--- src/rtl/run_pattern_gen.sv ---
// Serial run-length pattern generator: turns (bit, length) commands into a one-bit
// stream with a golden "3 or more equal bits in a row" flag for detector benches.
module run_pattern_gen #(
  parameter int LEN_W = 4
) (
  input  logic             clk,
  input  logic             reset,
  input  logic             cmd_valid,
  output logic             cmd_ready,
  input  logic             cmd_bit,
  input  logic [LEN_W-1:0] cmd_len,
  output logic             out_valid,
  output logic             out,
  output logic             exp_y,
  output logic             run_done,
  output logic             busy
);

  typedef enum logic {
    IDLE = 1'b0,
    EMIT = 1'b1
  } state_t;

  state_t state, state_d;

  // Single-entry command slot between the handshake and the emitter.
  logic             pend_v, pend_v_d;
  logic             pend_bit;
  logic [LEN_W-1:0] pend_len;

  // Active run: bit value and bits still owed after the one currently on out.
  logic             run_bit, run_bit_d;
  logic [LEN_W-1:0] rem, rem_d;

  // Equal-bit tracker; count saturates at 3, 0 means nothing seen since reset.
  logic             last_bit, last_bit_d;
  logic [1:0]       trk_cnt, trk_cnt_d;

  logic accept, consume, load;
  logic out_valid_d, out_d, run_done_d, exp_y_d, busy_d;

  assign accept = cmd_valid & cmd_ready;

  // State register.
  always_ff @(posedge clk or posedge reset) begin
    if (reset) state <= IDLE;
    else       state <= state_d;
  end

  // Next-state logic: the slot is consumed either from IDLE or at a run boundary.
  always_comb begin
    // NOTE: every combinational output gets a default first so no path leaves it unassigned (no latch).
    state_d = state;
    consume = 1'b0;
    load    = 1'b0;
    case (state)
      IDLE: begin
        if (pend_v) begin
          consume = 1'b1;
          if (pend_len != '0) begin
            load    = 1'b1;
            state_d = EMIT;
          end
        end
      end
      EMIT: begin
        if (rem == '0) begin
          state_d = IDLE;
          if (pend_v) begin
            consume = 1'b1;
            if (pend_len != '0) begin
              load    = 1'b1;
              state_d = EMIT;
            end
          end
        end
      end
      default: state_d = IDLE;
    endcase
  end

  // Output logic: next values of the registered stream outputs.
  always_comb begin
    out_valid_d = 1'b0;
    out_d       = 1'b0;
    run_done_d  = 1'b0;
    run_bit_d   = run_bit;
    rem_d       = rem;
    if (load) begin
      out_valid_d = 1'b1;
      out_d       = pend_bit;
      run_bit_d   = pend_bit;
      rem_d       = pend_len - LEN_W'(1);
      run_done_d  = (pend_len == LEN_W'(1));
    end else if (state == EMIT && rem != '0) begin
      out_valid_d = 1'b1;
      out_d       = run_bit;
      rem_d       = rem - LEN_W'(1);
      run_done_d  = (rem == LEN_W'(1));
    end
  end

  // Tracker sees only emitted bits, so runs span idle gaps and command boundaries.
  always_comb begin
    last_bit_d = last_bit;
    trk_cnt_d  = trk_cnt;
    if (out_valid_d) begin
      last_bit_d = out_d;
      if (trk_cnt != 2'd0 && out_d == last_bit)
        trk_cnt_d = (trk_cnt == 2'd3) ? 2'd3 : trk_cnt + 2'd1;
      else
        trk_cnt_d = 2'd1;
    end
    exp_y_d = out_valid_d & (trk_cnt_d == 2'd3);
  end

  // Accept and consume never coincide: accept needs the slot empty, consume needs it full.
  always_comb begin
    pend_v_d = pend_v;
    if (consume)     pend_v_d = 1'b0;
    else if (accept) pend_v_d = 1'b1;
    busy_d = pend_v_d | (state_d == EMIT);
  end

  always_ff @(posedge clk or posedge reset) begin
    if (reset) begin
      pend_v    <= 1'b0;
      pend_bit  <= 1'b0;
      pend_len  <= '0;
      cmd_ready <= 1'b1;
      run_bit   <= 1'b0;
      rem       <= '0;
      last_bit  <= 1'b0;
      trk_cnt   <= 2'd0;
      out_valid <= 1'b0;
      out       <= 1'b0;
      exp_y     <= 1'b0;
      run_done  <= 1'b0;
      busy      <= 1'b0;
    end else begin
      // NOTE: state updates use non-blocking assignments so every flop samples pre-edge values.
      pend_v    <= pend_v_d;
      cmd_ready <= ~pend_v_d;
      if (accept) begin
        pend_bit <= cmd_bit;
        pend_len <= cmd_len;
      end
      run_bit   <= run_bit_d;
      rem       <= rem_d;
      last_bit  <= last_bit_d;
      trk_cnt   <= trk_cnt_d;
      out_valid <= out_valid_d;
      out       <= out_d;
      exp_y     <= exp_y_d;
      run_done  <= run_done_d;
      busy      <= busy_d;
    end
  end

endmodule
--- config.mk ---
export PLATFORM = sky130hd
export DESIGN_NAME = run_pattern_gen
export DESIGN_NICKNAME = d
export VERILOG_FILES = /design/src/rtl/run_pattern_gen.sv
export SDC_FILE = /design/constraint.sdc
export NUM_CORES = 1
export LEC_CHECK = 0
export BUFFER_PORTS_ARGS = -buffer_cell sky130_fd_sc_hd__buf_2
export CAP_MARGIN = 40
export CORE_MARGIN = 1.5
export CORE_UTILIZATION = 59
export DETAILED_ROUTE_END_ITERATION = 10
export PLACE_DENSITY = 0.8
export SYNTH_ARGS = -nofsm -noshare
export SYNTH_HDL_FRONTEND = slang
export SYNTH_SLANG_ARGS = --single-unit
--- constraint.sdc ---
create_clock -name clk -period 3.2 [get_ports clk]
set_clock_uncertainty 0.15 [all_clocks]
set_input_delay 0.64 -clock clk [delete_from_list [all_inputs] [get_ports clk]]
set_output_delay 0.64 -clock clk [all_outputs]
set_load 0.05 [all_outputs]
## Yosys cells after proc, flatten, opt, wreduce, memory -nomap -nowiden

Index checks and enable logic that the tools add are counted.

| word-level totals | value |
|---|---|
| register bits | 21 |
| input port bits | 8 |
| output and inout port bits | 6 |
| word-level logic and storage cells | 56 |

| operators by class | value |
|---|---|
| add/sub/neg operators | 3 |
| equality and inequality tests | 5 |
| muxes and demuxes | 22 |
| bitwise logic cells | 5 |
| reduce and logical (&&, ||, !) cells | 7 |

Operator list:

| kind | number |
|---|---|
| 1-bit two-way mux | 14 |
| 4-bit by 1-bit == test with 1-bit output, second input constant | 2 |
| 4-bit two-way mux | 2 |
| 4-bit nonzero test | 2 |
| 4-bit by 1-bit subtractor with 4-bit output, second input constant | 2 |
| 2-bit two-way mux | 3 |
| 1-bit case mux with 2 select lines | 3 |
| 2-bit == test, second input constant | 2 |
| 4-bit zero test | 1 |
| 2-bit nonzero test | 2 |
| 2-bit by 1-bit adder with 2-bit output, second input constant | 1 |
| 1-bit AND | 2 |
| 1-bit logical AND | 2 |
| 1-bit inverter | 2 |
| 1-bit == test | 1 |
| 1-bit OR | 1 |

## Logic depth before layout (Yosys ltp)

| logic depth | value |
|---|---|
| depth in word-level cells | 12 |
| depth in mapped cells | 7 |
| depth with buffers taken out | 7 |

## Worst setup path after synthesis

Ideal clock, no wire load.

| timing | value |
|---|---|
| path kind | register -> register |
| start | register rem[0] |
| end | register trk_cnt[1] |
| setup time | 0.130 ns |
| arrival time | 1.523 ns |
| required time | 2.920 ns |
| slack | 1.397 ns |
| stages on the path, launching flop included | 8 |
| buffers on the path | 0 |
| clock period less this slack | 1.803 ns |
| cells stage by stage | dfrtp_1 -> inv_1 -> ha_1 -> or3b_4 -> a22oi_4 -> inv_4 -> a21oi_1 -> a21oi_1 |

| between the ends | value |
|---|---|
| elaborated cells between the ends (all ways) | 13 |
| those cells by class | eq/ne: 1; mux: 8; reduce/logical: 4 |

RTL lines:

| element | RTL line | text |
|---|---|---|
| start: declaration | 33 | `logic [LEN_W-1:0] rem, rem_d;` |
| start signal: assignment | 149 | `rem <= rem_d;` |
| 4-bit zero test / 4-bit nonzero test (equally long branches) | 67, 95 |  |
| 1-bit two-way mux / 1-bit logical AND (equally long branches) | 67, 95 |  |
| 1-bit case mux with 2 select lines / 1-bit two-way mux (equally long branches) | 56, 95 |  |
| 1-bit two-way mux * | 89 | `if (load) begin` |
| via out_valid_d | 40 | `logic out_valid_d, out_d, run_done_d, exp_y_d, busy_d;` |
| 2-bit two-way mux * | 107 | `if (out_valid_d) begin` |
| via trk_cnt_d[1] | 37 | `logic [1:0] trk_cnt, trk_cnt_d;` |
| end signal: assignment | 151 | `trk_cnt <= trk_cnt_d;` |
| end: declaration | 37 |  |

The timed path passes the listed nets; every way through them passes the cells marked *.
A chain may end at the register's enable or synchronous reset.

## Worst setup path in the final report

Ends and elaborated chain as after synthesis.

==> qor.csv <==
stage,metric,value,unit
logic_synthesis,Synth Cell Area,1020,sq um
finish,Final nets,126,
finish,"most common cell after layout, fill and taps aside",dfrtp_1,
clock_network,# H-tree levels,1,
worst_setup_path,endpoint class of the critical path,flip-flop,
sta,setup_tns,0,ns
route,via count,710,
clock_network,# clock sinks,21,
pwr,Static Leak,0.539,nW
worst_setup_path,Critical Path AT,2.02,ns
pwr,PD cells,1160,nW/um^2
sta,maximum clock frequency,504,MHz
clock_network,clk root buf,clkbuf_4,
worst_hold_path,Hold Path Class,primary input to async pin,
die,I/O pin count,14,
route,Vias/cell,5.50,
sta,RSZ-0062 raised after global routing,no,
logic_synthesis,cells after synthesis,97,
sta,worst-margin pin slew,0.751,ns
clock_network,CTS buffer count,3,
route,WL per Instance,13.2,um
die,DIE AREA,2000,sq um
sta,Slew HR,0.499,
pwr,Int Power,0.000710,W
logic_synthesis,Synth Warn #,0,
grt,pin count of the biggest net entering global routing,22,
logic_synthesis,Cell variety after synth,30,
worst_setup_path,CP Max Fanout,6,
die,core area,1560,sq um
run,max_cap viols,0,
route,final wirelength,1.70,mm
logic_synthesis,Syn Nets,109,
pwr,Peak VDD IR,0.641,mV
worst_setup_path,"slowest stage delay, CP",0.44,ns
place,Detailed Place HPWL,1.34,mm
route,Iter 0 DRT Violations,8,
pwr,Net Sw Power,0.000607,W
sta,Max Slew Vio Count,0,
clock_network,clk slew on worst S/H paths,0.11,ns
finish,most frequent cells in the layout,"20 x dfrtp_1, 13 x buf_2, 11 x nand2_1, 10 x inv_1, 8 x nor2_1",
finish,synth-to-layout area growth,10.4,%
clock_network,CTS tree,yes,
pwr,combinational group share of total power,0.497,
die,Vert. Die Dim,44.7,um
clock_network,post-cts repair resize count,0,
place,IO buf count,13,
die,Initial Util,0.657,
grt,vias in the first global route,715,
route,drt drc,0,
worst_setup_path,CP dominant cell by count,a21oi_1,
grt,grt ovf,0,
logic_synthesis,register area share after synthesis,0.514,
clock_network,Worst-Skew Late Latency,0.30,ns
die,Die Wd,44.7,um
sta,final period utilization,0.620,
logic_synthesis,#FFs+latches synth,21,
clock_network,cts hold-fix bufs,0,
worst_setup_path,CP cell instances,inv_1 > ha_1 > or3b_4 > a22oi_4 > inv_4 > a21oi_1 > a21oi_1,
clock_network,CTS max path bufs,2,
grt,Global Route Usage Sum,0.208,
route,Pre-Repair DR Iteration Count,4,
sta,final setup fails,0,
sta,Hold Slack,0.304,ns
grt,antenna violations before repair,0,
sta,final hold violations,0,
pwr,clock share of power,0.092,
place,RD Place Congestion,0.753,
die,# rows,14,
pwr,sequential share of power,0.411,
route,Routed Antenna Nets,0,
logic_synthesis,Mapped Avg Cell Area,10.6,sq um
sta,Tmin final,1.98,ns
pwr,switching share of power,0.461,
outcome,status,finished clean,
worst_setup_path,WP data required,3.23,ns
worst_setup_path,WS Path Type,flip-flop to flip-flop,
clock_network,setup bufs post-CTS,0,
grt,first-pass GRT wire length,3.00,mm
worst_setup_path,Worst setup SP type,flip-flop,
finish,layout cells sized above 1,0.257,
worst_setup_path,Crit-path slowest cell,dfrtp_1,
finish,count of antenna diodes in the layout,0,
-- Yosys cell counts, drive strengths merged --
library cell	count	area, sq um
inv	11	43.8
o21ai	3	15.0
nand3	1	5.00
nor2	8	30.0
nand2	12	47.6
o22a	1	8.76
nor3b	2	20.0
o221ai	1	8.76
a21o	1	7.51
a221oi	1	15.0
nand3b	1	7.51
mux2i	1	10.0
dfstp	1	26.3
a21oi	7	35.0
ha	4	50.1
mux2	5	56.3
dfrtp	20	500
nor3	4	20.0
xnor2	1	8.76
o22ai	1	6.26
xor2	3	26.3
o2111ai	1	8.76
a22oi	1	21.3
a31oi	3	18.8
buf	1	5.00
or3b	2	22.5
-- cell families after synthesis --
family / count (synthesis) / share of synthesized area
AND/OR/NAND/NOR: 30 / 0.149
flip-flops: 21 / 0.514
AO/OA/AOI/OAI: 20 / 0.142
buffers and inverters: 12 / 0.0476
multiplexers: 6 / 0.0647
XOR/XNOR: 4 / 0.0342
adder cells (fa/ha/maj): 4 / 0.0488
-- path summary, 6_finish.rpt --
kind,start,end,slack (ns),cells past startpoint
setup / recovery,rem[0]$_DFFE_PP0N_,trk_cnt[1]$_DFF_PP0_,1.22,7
hold / removal,reset,pend_len[2]$_DFFE_PP0P_,0.30,2
setup reg to reg,rem[0]$_DFFE_PP0N_,trk_cnt[1]$_DFF_PP0_,1.22,7
hold reg to reg,trk_cnt[1]$_DFF_PP0_,exp_y$_DFF_PP0_,0.39,2
max in group asynchronous,reset,run_bit$_DFFE_PP0P_,2.13,2
min in group clk,trk_cnt[1]$_DFF_PP0_,exp_y$_DFF_PP0_,0.39,2
-- through the flow --
stage          power, W  cells  instance area (sq um)  utilization  setup slack, ns
4_1_cts         0.00133    129                   1130        0.726             1.19
6_report        0.00132    129                   1130        0.726             1.22
3_5_place_dp    0.00120    125                   1100        0.709             1.21
3_3_place_gp    0.00118    125                   1100        0.709             1.27
5_1_grt         0.00142    129                   1130        0.726             1.11
2_1_floorplan   0.00106     97                   1020            -             1.40
-- power groups by stage --
stage	combinational [W]	sequential (W)	clock, W
detailed placement	0.000659	0.000546	0
floorplan	0.000442	0.000619	0
CTS	0.000661	0.000541	0.000126
finish	0.000655	0.000541	0.000121
global route	0.000725	0.000563	0.000134
global placement	0.000640	0.000537	0
-- registers in the layout, indices dropped and copies added (netlist names) --
name,count
pend_len,4
rem,4
trk_cnt,2
busy,1
cmd_ready,1
exp_y,1
last_bit,1
out,1
out_valid,1
pend_bit,1
pend_v,1
run_bit,1
run_done,1
state,1
-- cell type report --
cell class	count	area, sq um
sequential	21	527
timing repair buffer	13	65.1
tap	16	20.0
clock buffer	4	26.3
inverter	11	43.8
fill	118	428
multi-input combinational	64	449
-- critical path: cells and delay by family, from the launching register on --
kind	cells	cell delay, ns
AOI/OAI and AO/OA	3	0.50
DFF	1	0.44
adders and majority gates	1	0.19
and+or+nand+nor	1	0.43
buffers and inverters	2	0.15
-- metal layers --
metal / global-route usage / share of wire
met1: 0.279 / 0.46
met2: 0.330 / 0.49
met3: 0.0245 / 0.028
met4: 0.109 / 0.021
met5: 0 / 0
No activity file was read; power rests on OpenSTA's default activity.
